<file path="src/rtl/pipe_control_unit.sv">
// pipe_control_unit
// Registered decode/control stage of the 5-stage MIPS pipeline. It decodes the
// IF/ID instruction into the full control bundle and latches it into the ID/EX
// control register. It also owns load-use hazard detection, bubble insertion,
// branch/jump flush, memory-wait freeze and the halt-drain state machine.
//
// Ports
//   CLK, nRST          clock, asynchronous active-low reset
//   instr              IF/ID instruction word
//   instr_valid        IF/ID holds a real instruction (0 = decode as bubble)
//   mem_busy           MEM stage waiting on dmem; freezes this stage
//   flush              taken branch/jump resolved downstream; squash ID
//   stall              hold PC and IF/ID this cycle (combinational)
//   ex_*               latched ID/EX control bundle
//   halt               sticky CPU halt
module pipe_control_unit #(
   parameter int unsigned REG_W        = 5,
   parameter bit          HAZARD_EN    = 1'b1,
   parameter int unsigned DRAIN_CYCLES = 3
) (
   input  logic             CLK,
   input  logic             nRST,
   input  logic [31:0]      instr,
   input  logic             instr_valid,
   input  logic             mem_busy,
   input  logic             flush,
   output logic             stall,
   output logic             ex_valid,
   output logic             ex_regwen,
   output logic             ex_dmemren,
   output logic             ex_dmemwen,
   output logic             ex_alusrc,
   output logic             ex_extop,
   output logic [3:0]       ex_aluop,
   output logic [1:0]       ex_memtoreg,
   output logic [1:0]       ex_pcsel,
   output logic             ex_beq,
   output logic [REG_W-1:0] ex_wsel,
   output logic [REG_W-1:0] ex_rs,
   output logic [REG_W-1:0] ex_rt,
   output logic             halt
);

   typedef enum logic [3:0] {
      ALU_SLL  = 4'b0000,
      ALU_SRL  = 4'b0001,
      ALU_ADD  = 4'b0010,
      ALU_SUB  = 4'b0011,
      ALU_AND  = 4'b0100,
      ALU_OR   = 4'b0101,
      ALU_XOR  = 4'b0110,
      ALU_NOR  = 4'b0111,
      ALU_SLT  = 4'b1010,
      ALU_SLTU = 4'b1011
   } aluop_t;

   localparam logic [5:0] OP_RTYPE = 6'b000000;
   localparam logic [5:0] OP_J     = 6'b000010;
   localparam logic [5:0] OP_JAL   = 6'b000011;
   localparam logic [5:0] OP_BEQ   = 6'b000100;
   localparam logic [5:0] OP_BNE   = 6'b000101;
   localparam logic [5:0] OP_ADDI  = 6'b001000;
   localparam logic [5:0] OP_ADDIU = 6'b001001;
   localparam logic [5:0] OP_SLTI  = 6'b001010;
   localparam logic [5:0] OP_SLTIU = 6'b001011;
   localparam logic [5:0] OP_ANDI  = 6'b001100;
   localparam logic [5:0] OP_ORI   = 6'b001101;
   localparam logic [5:0] OP_XORI  = 6'b001110;
   localparam logic [5:0] OP_LUI   = 6'b001111;
   localparam logic [5:0] OP_LW    = 6'b100011;
   localparam logic [5:0] OP_SW    = 6'b101011;
   localparam logic [5:0] OP_LL    = 6'b110000;
   localparam logic [5:0] OP_SC    = 6'b111000;
   localparam logic [5:0] OP_HALT  = 6'b111111;

   localparam logic [5:0] FN_SLL  = 6'b000000;
   localparam logic [5:0] FN_SRL  = 6'b000010;
   localparam logic [5:0] FN_JR   = 6'b001000;
   localparam logic [5:0] FN_ADD  = 6'b100000;
   localparam logic [5:0] FN_ADDU = 6'b100001;
   localparam logic [5:0] FN_SUB  = 6'b100010;
   localparam logic [5:0] FN_SUBU = 6'b100011;
   localparam logic [5:0] FN_AND  = 6'b100100;
   localparam logic [5:0] FN_OR   = 6'b100101;
   localparam logic [5:0] FN_XOR  = 6'b100110;
   localparam logic [5:0] FN_NOR  = 6'b100111;
   localparam logic [5:0] FN_SLT  = 6'b101010;
   localparam logic [5:0] FN_SLTU = 6'b101011;

   localparam logic [3:0] DRAIN_LAST = 4'(DRAIN_CYCLES - 1);

   typedef struct packed {
      logic             valid;
      logic             regwen;
      logic             dmemren;
      logic             dmemwen;
      logic             alusrc;
      logic             extop;
      aluop_t           aluop;
      logic [1:0]       memtoreg;
      logic [1:0]       pcsel;
      logic             beq;
      logic [REG_W-1:0] wsel;
      logic [REG_W-1:0] rs;
      logic [REG_W-1:0] rt;
   } ctrl_t;

   typedef enum logic [1:0] {
      ST_RUN,
      ST_DRAIN,
      ST_HALTED
   } state_t;

   function automatic ctrl_t bubble_ctrl();
      ctrl_t c;
      c       = '0;
      c.aluop = ALU_AND;
      return c;
   endfunction

   logic [5:0]       opcode;
   logic [5:0]       funct;
   logic [REG_W-1:0] rs_idx;
   logic [REG_W-1:0] rt_idx;
   logic [REG_W-1:0] rd_idx;
   logic             unused_shamt;

   assign opcode       = instr[31:26];
   assign funct        = instr[5:0];
   assign rs_idx       = REG_W'(instr[25:21]);
   assign rt_idx       = REG_W'(instr[20:16]);
   assign rd_idx       = REG_W'(instr[15:11]);
   assign unused_shamt = ^instr[10:6];

   // ---- stage p0: combinational decode of the IF/ID word ----
   ctrl_t dec_p0;
   logic  rs_used_p0;
   logic  rt_used_p0;
   logic  is_halt_p0;

   always_comb begin
      dec_p0        = bubble_ctrl();
      dec_p0.valid  = 1'b1;
      dec_p0.regwen = 1'b1;
      dec_p0.extop  = 1'b1;
      dec_p0.wsel   = rt_idx;
      dec_p0.rs     = rs_idx;
      dec_p0.rt     = rt_idx;
      rs_used_p0    = 1'b1;
      rt_used_p0    = 1'b0;
      is_halt_p0    = 1'b0;
      case (opcode)
         OP_RTYPE: begin
            dec_p0.wsel = rd_idx;
            rt_used_p0  = 1'b1;
            case (funct)
               FN_SLL:          dec_p0.aluop = ALU_SLL;
               FN_SRL:          dec_p0.aluop = ALU_SRL;
               FN_JR: begin
                  dec_p0.regwen = 1'b0;
                  dec_p0.pcsel  = 2'd3;
               end
               FN_ADD, FN_ADDU: dec_p0.aluop = ALU_ADD;
               FN_SUB, FN_SUBU: dec_p0.aluop = ALU_SUB;
               FN_AND:          dec_p0.aluop = ALU_AND;
               FN_OR:           dec_p0.aluop = ALU_OR;
               FN_XOR:          dec_p0.aluop = ALU_XOR;
               FN_NOR:          dec_p0.aluop = ALU_NOR;
               FN_SLT:          dec_p0.aluop = ALU_SLT;
               FN_SLTU:         dec_p0.aluop = ALU_SLTU;
               default:         ;
            endcase
         end
         OP_J: begin
            dec_p0.regwen = 1'b0;
            dec_p0.pcsel  = 2'd2;
            rs_used_p0    = 1'b0;
         end
         OP_JAL: begin
            dec_p0.pcsel    = 2'd2;
            dec_p0.memtoreg = 2'd3;
            dec_p0.wsel     = REG_W'(5'd31);
            rs_used_p0      = 1'b0;
         end
         OP_BEQ, OP_BNE: begin
            dec_p0.regwen = 1'b0;
            dec_p0.aluop  = ALU_SUB;
            dec_p0.pcsel  = 2'd1;
            dec_p0.beq    = (opcode == OP_BEQ);
            rt_used_p0    = 1'b1;
         end
         OP_ADDI, OP_ADDIU: begin
            dec_p0.alusrc = 1'b1;
            dec_p0.aluop  = ALU_ADD;
         end
         OP_SLTI: begin
            dec_p0.alusrc = 1'b1;
            dec_p0.aluop  = ALU_SLT;
         end
         OP_SLTIU: begin
            dec_p0.alusrc = 1'b1;
            dec_p0.aluop  = ALU_SLTU;
         end
         // Logical immediates are zero-extended.
         OP_ANDI: begin
            dec_p0.alusrc = 1'b1;
            dec_p0.extop  = 1'b0;
            dec_p0.aluop  = ALU_AND;
         end
         OP_ORI: begin
            dec_p0.alusrc = 1'b1;
            dec_p0.extop  = 1'b0;
            dec_p0.aluop  = ALU_OR;
         end
         OP_XORI: begin
            dec_p0.alusrc = 1'b1;
            dec_p0.extop  = 1'b0;
            dec_p0.aluop  = ALU_XOR;
         end
         OP_LUI: begin
            dec_p0.alusrc   = 1'b1;
            dec_p0.memtoreg = 2'd2;
            rs_used_p0      = 1'b0;
         end
         OP_LW, OP_LL: begin
            dec_p0.alusrc   = 1'b1;
            dec_p0.aluop    = ALU_ADD;
            dec_p0.dmemren  = 1'b1;
            dec_p0.memtoreg = 2'd1;
         end
         OP_SW: begin
            dec_p0.regwen  = 1'b0;
            dec_p0.alusrc  = 1'b1;
            dec_p0.aluop   = ALU_ADD;
            dec_p0.dmemwen = 1'b1;
            rt_used_p0     = 1'b1;
         end
         // SC writes its success flag back to rt through the memory path.
         OP_SC: begin
            dec_p0.alusrc   = 1'b1;
            dec_p0.aluop    = ALU_ADD;
            dec_p0.dmemwen  = 1'b1;
            dec_p0.memtoreg = 2'd1;
         end
         OP_HALT: begin
            dec_p0.regwen = 1'b0;
            rs_used_p0    = 1'b0;
            is_halt_p0    = 1'b1;
         end
         default: ;
      endcase
   end

   // ---- stage p1: ID/EX control register and halt FSM ----
   ctrl_t      idex_p1;
   state_t     state, state_n;
   logic [3:0] drain_cnt, drain_cnt_n;
   logic       load_p1;
   ctrl_t      load_val_p1;
   logic       stall_c;
   logic       hazard_p0;

   assign hazard_p0 = HAZARD_EN && idex_p1.valid && idex_p1.dmemren &&
                      (idex_p1.wsel != '0) && instr_valid &&
                      ((rs_used_p0 && (idex_p1.wsel == rs_idx)) ||
                       (rt_used_p0 && (idex_p1.wsel == rt_idx)));

   always_comb begin
      state_n     = state;
      drain_cnt_n = drain_cnt;
      load_p1     = 1'b0;
      load_val_p1 = bubble_ctrl();
      stall_c     = 1'b0;
      case (state)
         ST_RUN: begin
            if (mem_busy) begin
               stall_c = 1'b1;
            end else if (flush) begin
               load_p1 = 1'b1;
            end else if (hazard_p0) begin
               load_p1 = 1'b1;
               stall_c = 1'b1;
            end else begin
               load_p1 = 1'b1;
               if (instr_valid) begin
                  load_val_p1 = dec_p0;
                  if (is_halt_p0) begin
                     state_n     = ST_DRAIN;
                     drain_cnt_n = '0;
                  end
               end
            end
         end
         ST_DRAIN: begin
            stall_c = 1'b1;
            if (!mem_busy) begin
               load_p1 = 1'b1;
               // A flush means the HALT was on the wrong path; the PC must be
               // free to take the redirect, so the stall is released too.
               if (flush) begin
                  state_n     = ST_RUN;
                  drain_cnt_n = '0;
                  stall_c     = 1'b0;
               end else if (drain_cnt == DRAIN_LAST) begin
                  state_n = ST_HALTED;
               end else begin
                  drain_cnt_n = drain_cnt + 4'd1;
               end
            end
         end
         ST_HALTED: begin
            stall_c = 1'b1;
            load_p1 = !mem_busy;
         end
         default: state_n = ST_RUN;
      endcase
   end

   always_ff @(posedge CLK or negedge nRST) begin
      if (!nRST) begin
         state     <= ST_RUN;
         drain_cnt <= '0;
         idex_p1   <= bubble_ctrl();
      end else begin
         state     <= state_n;
         drain_cnt <= drain_cnt_n;
         if (load_p1) idex_p1 <= load_val_p1;
      end
   end

   // stall is forced low while reset is held, whatever mem_busy does.
   assign stall       = nRST & stall_c;
   assign halt        = (state == ST_HALTED);
   assign ex_valid    = idex_p1.valid;
   assign ex_regwen   = idex_p1.regwen;
   assign ex_dmemren  = idex_p1.dmemren;
   assign ex_dmemwen  = idex_p1.dmemwen;
   assign ex_alusrc   = idex_p1.alusrc;
   assign ex_extop    = idex_p1.extop;
   assign ex_aluop    = idex_p1.aluop;
   assign ex_memtoreg = idex_p1.memtoreg;
   assign ex_pcsel    = idex_p1.pcsel;
   assign ex_beq      = idex_p1.beq;
   assign ex_wsel     = idex_p1.wsel;
   assign ex_rs       = idex_p1.rs;
   assign ex_rt       = idex_p1.rt;

endmodule
</file>
<file path="config.mk">
export PLATFORM = sky130hd
export DESIGN_NAME = pipe_control_unit
export DESIGN_NICKNAME = d
export VERILOG_FILES = /design/src/rtl/pipe_control_unit.sv
export SDC_FILE = /design/constraint.sdc
export NUM_CORES = 1
export LEC_CHECK = 0
export ABC_AREA = 1
export CORE_MARGIN = 3
export CORE_UTILIZATION = 55
export CTS_CLUSTER_SIZE = 28
export DETAILED_ROUTE_END_ITERATION = 7
export DONT_BUFFER_PORTS = 1
export PLACE_DENSITY = 0.73
export REMOVE_ABC_BUFFERS = 1
export SLEW_MARGIN = 40
export SYNTH_ARGS = -nofsm -noshare
export SYNTH_HDL_FRONTEND = slang
export SYNTH_SLANG_ARGS = --single-unit
export TNS_END_PERCENT = 5
</file>
<file path="constraint.sdc">
create_clock -name CLK -period 1.7 [get_ports CLK]
set_clock_uncertainty 0.2 [all_clocks]
set_input_delay 0.255 -clock CLK [delete_from_list [all_inputs] [get_ports CLK]]
set_output_delay 0.255 -clock CLK [all_outputs]
set_load 0.1 [all_outputs]
</file>
* Word-level counts from Yosys, hierarchy flattened
Index checks and enable logic that the tools add are counted.
** Storage, ports and cells
- Flip-flop bits (word level) :: 36
- Input port bits :: 37
- Output and inout port bits :: 32
- Word-level logic and storage cells :: 135
** Cells by class
- Add/sub/neg operators :: 1
- Eq/ne operators :: 41
- Mux-type cells :: 47
- Bitwise operators :: 2
- Reductions and logical operators :: 29
** Operator list (number)
- 30-bit 2-to-1 mux :: 5
- 6-bit == test (second input constant) :: 14
- 6-bit by 4-bit == test with 1-bit output (second input constant) :: 9
- 4-bit one-hot mux with 9 select lines :: 1
- 4-bit 2-to-1 mux :: 8
- 4-bit one-hot mux with 7 select lines :: 1
- 6-bit by 2-bit == test with 1-bit output (second input constant) :: 3
- 2-bit 2-to-1 mux :: 9
- 2-bit one-hot mux with 3 select lines :: 3
- 8-bit AND reduction :: 2
- 1-bit 2-to-1 mux :: 15
- 2-bit OR reduction :: 7
- 6-bit by 3-bit == test with 1-bit output (second input constant) :: 2
- 6-bit logical NOT :: 2
- 2-bit inequality test (second input constant) :: 6
- 12-bit OR reduction :: 1
- 5-bit == test :: 2
- 5-bit one-hot mux with 2 select lines :: 1
- 4-bit one-hot mux with 2 select lines :: 1
- 4-bit OR reduction :: 2
- 1-bit logical AND :: 6
- 3-bit inequality test (second input constant) :: 2
- 3-bit OR reduction :: 2
- 6-bit OR reduction :: 1
- 14 further kinds :: 15

* Depth between registers and ports, before layout
Gate-level depths: netlist of run 1.
- Word-level depth :: 11
- Depth in mapped cells :: 12
- Depth with buffers taken out :: 12

* Worst setup path before layout of run 1
OpenSTA, ideal clock, no wires.
- Path kind :: register to output
- Start point :: register idex_p1, in the netlist ex_wsel[0]
- End point :: output stall
- Arrival :: 3189 ps
- Data required time :: 1245 ps
- Setup slack :: -1944 ps
- Stages on the path, launching flop included :: 11
- Path through :: dfrtp_1 inv_1 nand2_1 nand2_1 nor2_1 nand2_1 nor2_1 nand2_1 nand2_2 nand3_1 a21oi_1
** On the way
- Longest elaborated chain between the ends :: 9
** RTL lines
- start: declaration :: line 255 : ctrl_t idex_p1;
- start signal: assignment :: line 323 : idex_p1 <= bubble_ctrl();
- start signal: assignment :: line 327 : if (load_p1) idex_p1 <= load_val_p1;
- 5-bit == test, or another cell as far along :: line 265 : ((rs_used_p0 && (idex_p1.wsel == rs_idx)) ||
- 1-bit logical AND (on tied branches) :: line 265, 263, 266
- 1-bit logical OR or 1-bit logical AND (tied branches) :: line 265, 264
- 1-bit logical AND (*) :: line 264 : (idex_p1.wsel != '0) && instr_valid &&
- 1-bit 2-to-1 mux (*) :: line 280 : end else if (hazard_p0) begin
- 1-bit 2-to-1 mux (*) :: line 278 : end else if (flush) begin
- 1-bit 2-to-1 mux (*) :: line 276 : if (mem_busy) begin
- 1-bit one-hot mux with 3 select lines (*) :: line 274 : case (state)
- 1-bit AND (*) :: line 332 : assign stall = nRST & stall_c;
- end: declaration :: line 27 : output logic stall,
Every way passes the cells marked *; elsewhere a longest branch is shown, timed or not.

* Worst setup path in the final report of run 1
- Start point :: register idex_p1, in the netlist ex_wsel[1]
- End point :: output stall
Same word-level chain as after synthesis.

==> results of run 1 <==
layer usage:
metal  global-route usage, %  vias up  routed length, um
met5                       0        -                  0
met4                    11.3        0                160
met3                    7.29       19                486
met2                    47.7       95               3410
met1                    32.5     1129               2700
li1                        -     1198                  -
what timing repair did:
action | 4_1_cts | 5_1_grt
endpoints found under the hold margin | 48 | 0
hold buffers | 14 | 0
endpoints found under the setup margin | 31 | 37
pin swaps | 3 | 6
buffers inserted | 4 | 2
gates resized for setup | 9 | 8
state kept, by name (all words and copies together) (netlist names):
name         flops
ex_dmemwen       1
ex_wsel          5
state            2
ex_memtoreg      2
ex_beq           1
ex_regwen        1
drain_cnt        4
ex_aluop         4
ex_pcsel         2
ex_valid         1
ex_extop         1
ex_dmemren       1
ex_rs            5
ex_rt            5
ex_alusrc        1
worst register-to-register path, stage by stage (launching register included):
cell and delay (ps):
dfrtp_1 440, inv_2 70, nand2_2 80, nand2_2 50, nor2_2 120, nand2_1 80
nor2_1 140, nand2_1 80, nand2_2 100, buf_4 110, buf_6 100, nand2_4 60
nand2_4 90, buf_12 160, o21ai_2 60
stage by stage:
| stage | hold WS [ps] | area [sq um] |
|---|---|---|
| after CTS | 6.59 | 3190 |
| after floorplan | -241 | 2330 |
| after global routing | 9.47 | 3240 |
| final | 7.41 | 3240 |
| after detailed placement | -240 | 2900 |
| after global placement | -240 | 2900 |
worst max-delay path by stage:
stage,depth (start not counted),endpoint,from
floorplan,10,stall,ex_wsel[0]$_DFFE_PN0P_
global placement,8,stall,ex_wsel[2]$_DFFE_PN0P_
detailed placement,11,stall,ex_wsel[1]$_DFFE_PN0P_
CTS,11,stall,ex_wsel[1]$_DFFE_PN0P_
global route,11,stall,ex_wsel[1]$_DFFE_PN0P_
finish,11,stall,ex_wsel[1]$_DFFE_PN0P_
power by group:
group          internal (mW)  total (mW)  switching (mW)  leakage, nW
Sequential             0.968        1.17           0.197        0.478
Clock                  0.330       0.620           0.290       0.0455
Combinational          0.479        1.42           0.942         1.16
Total                   1.78        3.21            1.43         1.68
kinds of logic after synthesis:
group           after synthesis
buf+inv                      47
fa+ha+maj                     2
xor+xnor                      7
flops                        36
simple gates                179
compound gates               48
placed cells by master (no fill, tap or decap), types with 2 or more instances in the layout:
cell type,n
nand2_2,5
nor3b_2,2
a31oi_1,3
nand2_1,89
inv_1,30
dfrtp_2,8
dlygate4sd3_1,13
nand4_1,5
clkinv_1,2
o21ai_1,6
buf_4,61
ha_1,2
o22ai_2,4
nand3_1,19
nand2_4,2
inv_2,10
a21oi_1,3
o21ai_0,6
xor2_1,4
o22ai_1,3
o21ai_2,15
nor2_1,31
nor3_1,5
clkbuf_8,6
dfrtp_1,27
clkbuf_1,2
o211ai_1,4
nor2_4,2
buf_12,5
xnor2_1,3
nand3_2,7
nor2_2,8
area by class of cell:
cell class	count	area, sq um	area share, %
repair buffers	80	699	21.6
multi-input cells	236	1320	40.6
clock buffers	8	90.1	2.78
inverters	43	164	5.05
well taps	50	62.6	1.93
flip-flops and latches	36	912	28.1
==> reports/metrics.csv, run 1 <==
stage;metric;value;unit
status;status;finished, violations left;
status;failed_checks;negative setup slack;
yosys;synth_area_per_cell;7.44;sq um
setup_path;critical_path.most_common_cell;nand2_2;
routing;drc;0;
finish;area_growth;36.7;%
pwr;vdd_ir_drop_max;0.773;mV
timing;relSlewSlack;66.5;%
timing;fmax;0.429;GHz
timing;hold_viol;0;
yosys;syn-cell-area;2370;sq um
yosys;synth_seq_cells;36;
setup_path;path_class;flip-flop to output pin;
global_route;first_global_vias;2444;
global_route;antenna_found_initial;0;
global_route;gr-total-overflow;0;
clocking;cts-buffers-inserted;5;
timing;final.period_utilization;137;%
finish;layout-drive-gt1-share;35.2;%
pwr;power.density;988;nW/um^2
pwr;leakage;1.68;nW
clocking;cts_tree;built;
yosys;synthAdderAreaFrac;1.05;%
routing;routed_wl;6760;um
yosys;synth.mux.area_fraction;0;%
finish;n_fill_cell;277;
place;post-dp-hpwl;4670;um
setup_path;crit_path_end_kind;output pin;
routing;dr_total_vias;2441;
routing;wl_per_cell;14.9;um
clocking;clk_pin_slew;70;ps
pwr;power;3.21;mW
yosys;synth_most_common_cell;nand2_1;
setup_path;worstPathMaxFanout;4;
hold_path;min_path_type;input pin to flip-flop;
finish;n_antenna_cell;0;
yosys;ys_warn_count;0;
setup_path;start_kind;flip-flop;
setup_path;worstPathRequired;1240;ps
setup_path;critPathArrivalTime;1880;ps
yosys;ys_seq_area_share;38.0;%
place;dp.cells;425;
clocking;clockBufferDepth;2;
timing;slew_violations;0;
routing;dr.first_iter.drc_count;138;
finish;nets;441;
global_route;grt_pass1_wl;11100;um
yosys;yosysUniqueCellTypes;36;
timing;tightest_slew;503;ps
place;gp_congestion;0.898;
clocking;clockRootBuffer;clkbuf_8;
yosys;synth-simple-area-share;34.6;%
clocking;cts_max_level;2;
floorplan;die_area;5140;sq um
routing;firstDrtPassIters;4;
finish;fin_cells;453;
global_route;grt_usage;27.6;%
place;port_buffers;0;
floorplan;coreArea;4090;sq um
clocking;clock_latency;290;ps
timing;fin_ws;-633;ps
hold_path;hp-start;instr[27];
routing;postRouteAntennaNets;0;
timing;setup_viol;35;
job;drv_cap;0;
yosys;synth_xor_area_share;2.58;%
yosys;yosys_most_used_dff;dfrtp_1;
timing;period_minus_slack;2330;ps
floorplan;die_w;71.7;um
finish;post-route-util;79.4;%
setup_path;cpPeakStageDelay;440;ps
yosys;synth_area_leader_cell;dfrtp_1;
yosys;ys_async_sr_fraction;100;%
floorplan;ios;69;
timing;rsz0062_at_grt;true;
setup_path;slowest_stage;dfrtp_1;
yosys;synth_edf_count;0;
global_route;grt_max_degree;37;
setup_path;cp_num_buf_inv;2;
yosys;syn_inst;319;
floorplan;die_h;71.7;um
timing;finalSetupTns;-9480;ps
setup_path;path_cells;inv_2 > nand2_2 > nand2_2 > nor2_2 > nand2_1 > nor2_1 > nand2_1 > nand2_2 > nand3_4 > a21oi_4 > buf_12;
yosys;yosys-top-cells-area;dfrtp_1 37%, nand2_1 14%, nor2_1 5.5%, o21ai_2 5.5%, inv_1 5.2%;
place;pre_cts_ws;-208;ps
setup_path;cp_top_family;simple AND/OR/NAND/NOR gates;
setup_path;reg2reg_from;ex_wsel[1]$_DFFE_PN0P_;
hold_path;worstHoldPathCells;2;
setup_path;worst_r2r_endpoint;ex_alusrc$_DFFE_PN0P_;
routing;viasPerCell;5.39;
setup_path;r2r_setup_slack;-350;ps
clocking;clock-sinks;36;
yosys;synth_top_area_share;36.9;%
floorplan;start_util;58.1;%
setup_path;r2r_cells;14;
yosys;synth_common_cells;91 x nand2_1, 35 x dfrtp_1, 35 x nor2_1, 33 x inv_1, 21 x nand3_1;
hold_path;min_to;ex_pcsel[1]$_DFFE_PN0P_;
yosys;synth_top_family_by_area;simple AND/OR/NAND/NOR gates;
floorplan;rows;23;
yosys;synth-compound-area-share;15.0;%
(Power assumes the default switching activity.)
==> inputs of run 2 (changes only) <==
--- a/config.mk
+++ b/config.mk
@@ -5,7 +5,7 @@
 export SDC_FILE = /design/constraint.sdc
 export NUM_CORES = 1
 export LEC_CHECK = 0
-export ABC_AREA = 1
+export ABC_AREA = 0
 export CORE_MARGIN = 3
 export CORE_UTILIZATION = 55
 export CTS_CLUSTER_SIZE = 28
==> reports/metrics.csv, run 2 <==
stage;metric;value;unit;change
setup_path;cpPeakStageDelay;520;ps;+80 ps
routing;drc;0;;unchanged
yosys;synth_area_leader_cell;dfrtp_1;;
finish;layout_common_cells;63 x buf_4, 34 x dfrtp_1, 27 x a22o_1, 16 x dlygate4sd3_1, 15 x nor2_1;;
job;drv_cap;0;;unchanged
floorplan;start_util;58.4;%;+0.34 points
setup_path;crit_start;ex_wsel[1]$_DFFE_PN0P_;;
yosys;synth_top_area_share;40.0;%;+3.1 points
global_route;grt_usage;28.6;%;+0.95 points
timing;fmax;0.378;GHz;-12%
global_route;grt_max_degree;37;;unchanged
yosys;syn_inst;234;;-27%
setup_path;crit_path_end_kind;output pin;;
hold_path;hp-start;instr[28];;
floorplan;die_area;4770;sq um;-7.2%
floorplan;coreArea;3740;sq um;-8.4%
routing;dr.first_iter.drc_count;255;;+85%
finish;layout_commonest_cell;buf_4;;
timing;fin_ws;-943;ps;-310 ps
pwr;vdd_ir_drop_max;0.603;mV;-22%
setup_path;cp_top_family;simple AND/OR/NAND/NOR gates;;
place;post-dp-hpwl;4610;um;-1.3%
finish;post-route-util;81.7;%;+2.3 points
clocking;cts-buffers-inserted;5;;unchanged
setup_path;worstPathRequired;1240;ps;about the same
yosys;ys_async_sr_fraction;100;%;unchanged
clocking;clockBufferDepth;2;;unchanged
finish;area_growth;39.8;%;
floorplan;ios;69;;unchanged
status;failed_checks;negative hold slack, negative setup slack;;
yosys;yosys-top-cells-area;dfrtp_1 40%, a22o_1 11%, o21ai_0 3.2%, xor2_1 2.8%, nor2_1 2.7%;;
yosys;ys_warn_count;0;;unchanged
timing;period_minus_slack;2640;ps;+310 ps
hold_path;min_path_type;input pin to flip-flop;;
timing;rsz0062_at_grt;true;;
setup_path;slowest_stage;or4_4;;
place;port_buffers;0;;unchanged
yosys;synth_common_cells;35 x dfrtp_1, 27 x a22o_1, 16 x nor2_1, 14 x clkbuf_1, 14 x o21ai_0;;
timing;hold_viol;1;;+1
timing;setup_viol;33;;-5.7%
timing;final.period_utilization;155;%;+18 points
setup_path;worstPathMaxFanout;2;;-2
setup_path;critPathArrivalTime;2190;ps;+310 ps
timing;tightest_slew;529;ps;+25.7 ps
finish;nets;345;;-22%
timing;slew_violations;0;;unchanged
clocking;cts_tree;built;;
place;dp.cells;328;;-23%
routing;wl_per_cell;19.8;um;+33%
global_route;first_global_vias;2320;;-5.1%
yosys;synth_most_common_cell;dfrtp_1;;
finish;layout-drive-gt1-share;30.9;%;-4.3 points
global_route;gr-total-overflow;0;;unchanged
hold_path;worstHoldPathCells;2;;unchanged
floorplan;die_h;69.1;um;-3.7%
timing;whs;-12.8;ps;-20.2 ps
yosys;synth_edf_count;0;;unchanged
routing;viasPerCell;6.60;;+22%
status;status;finished, violations left;;
routing;dr_total_vias;2343;;-4.0%
setup_path;reg2reg_from;ex_wsel[1]$_DFFE_PN0P_;;
setup_path;path_cells;or4_4 > o2111ai_2 > and4b_1 > nor3b_2 > buf_4 > a211oi_4 > buf_12;;
clocking;clock-sinks;36;;unchanged
finish;n_antenna_cell;0;;unchanged
place;place_area;2710;sq um;-6.6%
pwr;power.density;650;nW/um^2;-34%
finish;design_area;3060;sq um;-5.7%
clocking;cts_max_level;2;;unchanged
routing;routed_wl;7030;um;+4.0%
global_route;antenna_found_initial;0;;unchanged
setup_path;cp.depth;7;;-4
yosys;synth_area_per_cell;9.35;sq um;+26%
yosys;yosysUniqueCellTypes;52;;+44%
yosys;yosys_most_used_dff;dfrtp_1;;
finish;fin_cells;355;;-22%
setup_path;cp_num_buf_inv;2;;unchanged
yosys;ys_seq_area_share;41.2;%;+3.2 points
finish;n_fill_cell;235;;-15%
setup_path;path_class;flip-flop to output pin;;
place;gp_congestion;0.896;;-0.17%
pwr;leakage;1.39;nW;-17%
setup_path;start_kind;flip-flop;;
floorplan;die_w;69.1;um;-3.7%
yosys;syn-cell-area;2190;sq um;-7.9%
clocking;clk_pin_slew;80;ps;about the same
global_route;grt_pass1_wl;11000;um;-1.2%
clocking;clockRootBuffer;clkbuf_8;;
floorplan;rows;22;;-4.3%
routing;postRouteAntennaNets;0;;unchanged
timing;relSlewSlack;63.8;%;-2.6 points
routing;firstDrtPassIters;5;;+1
setup_path;r2r_cells;8;;-6
clocking;clock_latency;300;ps;about the same
yosys;synth_seq_cells;36;;unchanged
run 2: cell count changes after synthesis, moves of 12 or more:
| cell | delta |
|---|---|
| a22o_1 | +27 |
| clkbuf_1 | +12 |
| inv_1 | -27 |
| nand2_1 | -81 |
| nand3_1 | -12 |
| nor2_1 | -19 |
| o21ai_2 | -15 |
run 2: final timing paths:
path	endpoint	slack (ps)
hold reg to reg	ex_rs[2]$_DFFE_PN0P_	310
setup reg to reg	ex_dmemwen$_DFFE_PN0P_	-710
hold / removal	ex_memtoreg[1]$_DFFE_PN0P_	-10
max in group asynchronous	ex_aluop[2]$_DFFE_PN1P_	820
setup / recovery	stall	-940
min in group asynchronous	ex_rt[2]$_DFFE_PN0P_	220
run 2: where the power goes:
part	total (mW)	internal [mW]	switching (mW)
logic	0.500	0.179	0.321
clock network	0.595	0.288	0.308
registers	0.893	0.877	0.0156
total	1.99	1.34	0.644
run 2: worst register-to-register path: cells and delay by family (launching register included):
kind | cells | cell delay, ps
AOI/OAI and AO/OA | 2 | 360
buffers and inverters | 3 | 460
DFF | 1 | 400
and+or+nand+nor | 3 | 910
run 2: layout make-up:
class	instances	area, sq um	share of cell area (%)
clock inverters	1	5.00	0.164
clock buffers	7	76.3	2.50
inverters	6	22.5	0.736
multi-input cells	173	1270	41.4
well taps	48	60.1	1.96
repair buffers	84	724	23.7
flip-flops and latches	36	903	29.5
run 2: metal layers:
| layer | routed length (um) | vias up | GRT usage, % |
|---|---|---|---|
| met3 | 685 | 34 | 8.16 |
| met4 | 265 | 0 | 12.4 |
| met2 | 3460 | 154 | 47.8 |
| met5 | 0 | - | 0 |
| met1 | 2620 | 1126 | 34.1 |
| li1 | - | 1029 | - |
run 2: per-stage QoR:
stage	power, mW	hold WS, ps	setup TNS [ps]	setup slack [ps]
global route	2.06	6.70	-22790	-989
detailed placement	1.33	-240	-19020	-630
finish	1.99	-12.8	-21110	-943
floorplan	1.21	-241	-49400	-2860
global placement	1.32	-240	-17420	-638
CTS	1.97	0.898	-18750	-939
run 2: what timing repair did:
item,in CTS,in global routing
pin swaps,19,18
gates resized for setup,8,9
setup endpoints to repair,35,34
endpoints found under the hold margin,51,0
buffers inserted,0,2
hold buffers,17,0
run 2: cell families after synthesis:
| logic type | count (synthesis) | synth area share (%) |
|---|---|---|
| simple gates | 76 | 19.0 |
| buf+inv | 25 | 4.98 |
| compound gates | 81 | 27.9 |
| mux | 1 | 0.458 |
| flops | 36 | 41.2 |
| xor+xnor | 12 | 4.81 |
| fa+ha+maj | 3 | 1.60 |
==> inputs of run 3 (changes only) <==
--- a/config.mk
+++ b/config.mk
@@ -13,7 +13,7 @@
 export DONT_BUFFER_PORTS = 1
 export PLACE_DENSITY = 0.73
 export REMOVE_ABC_BUFFERS = 1
-export SLEW_MARGIN = 40
+export SLEW_MARGIN = 20
 export SYNTH_ARGS = -nofsm -noshare
 export SYNTH_HDL_FRONTEND = slang
 export SYNTH_SLANG_ARGS = --single-unit
==> results of run 3 <==
The final DEF is identical to that of run 2; final timing and power are the same.
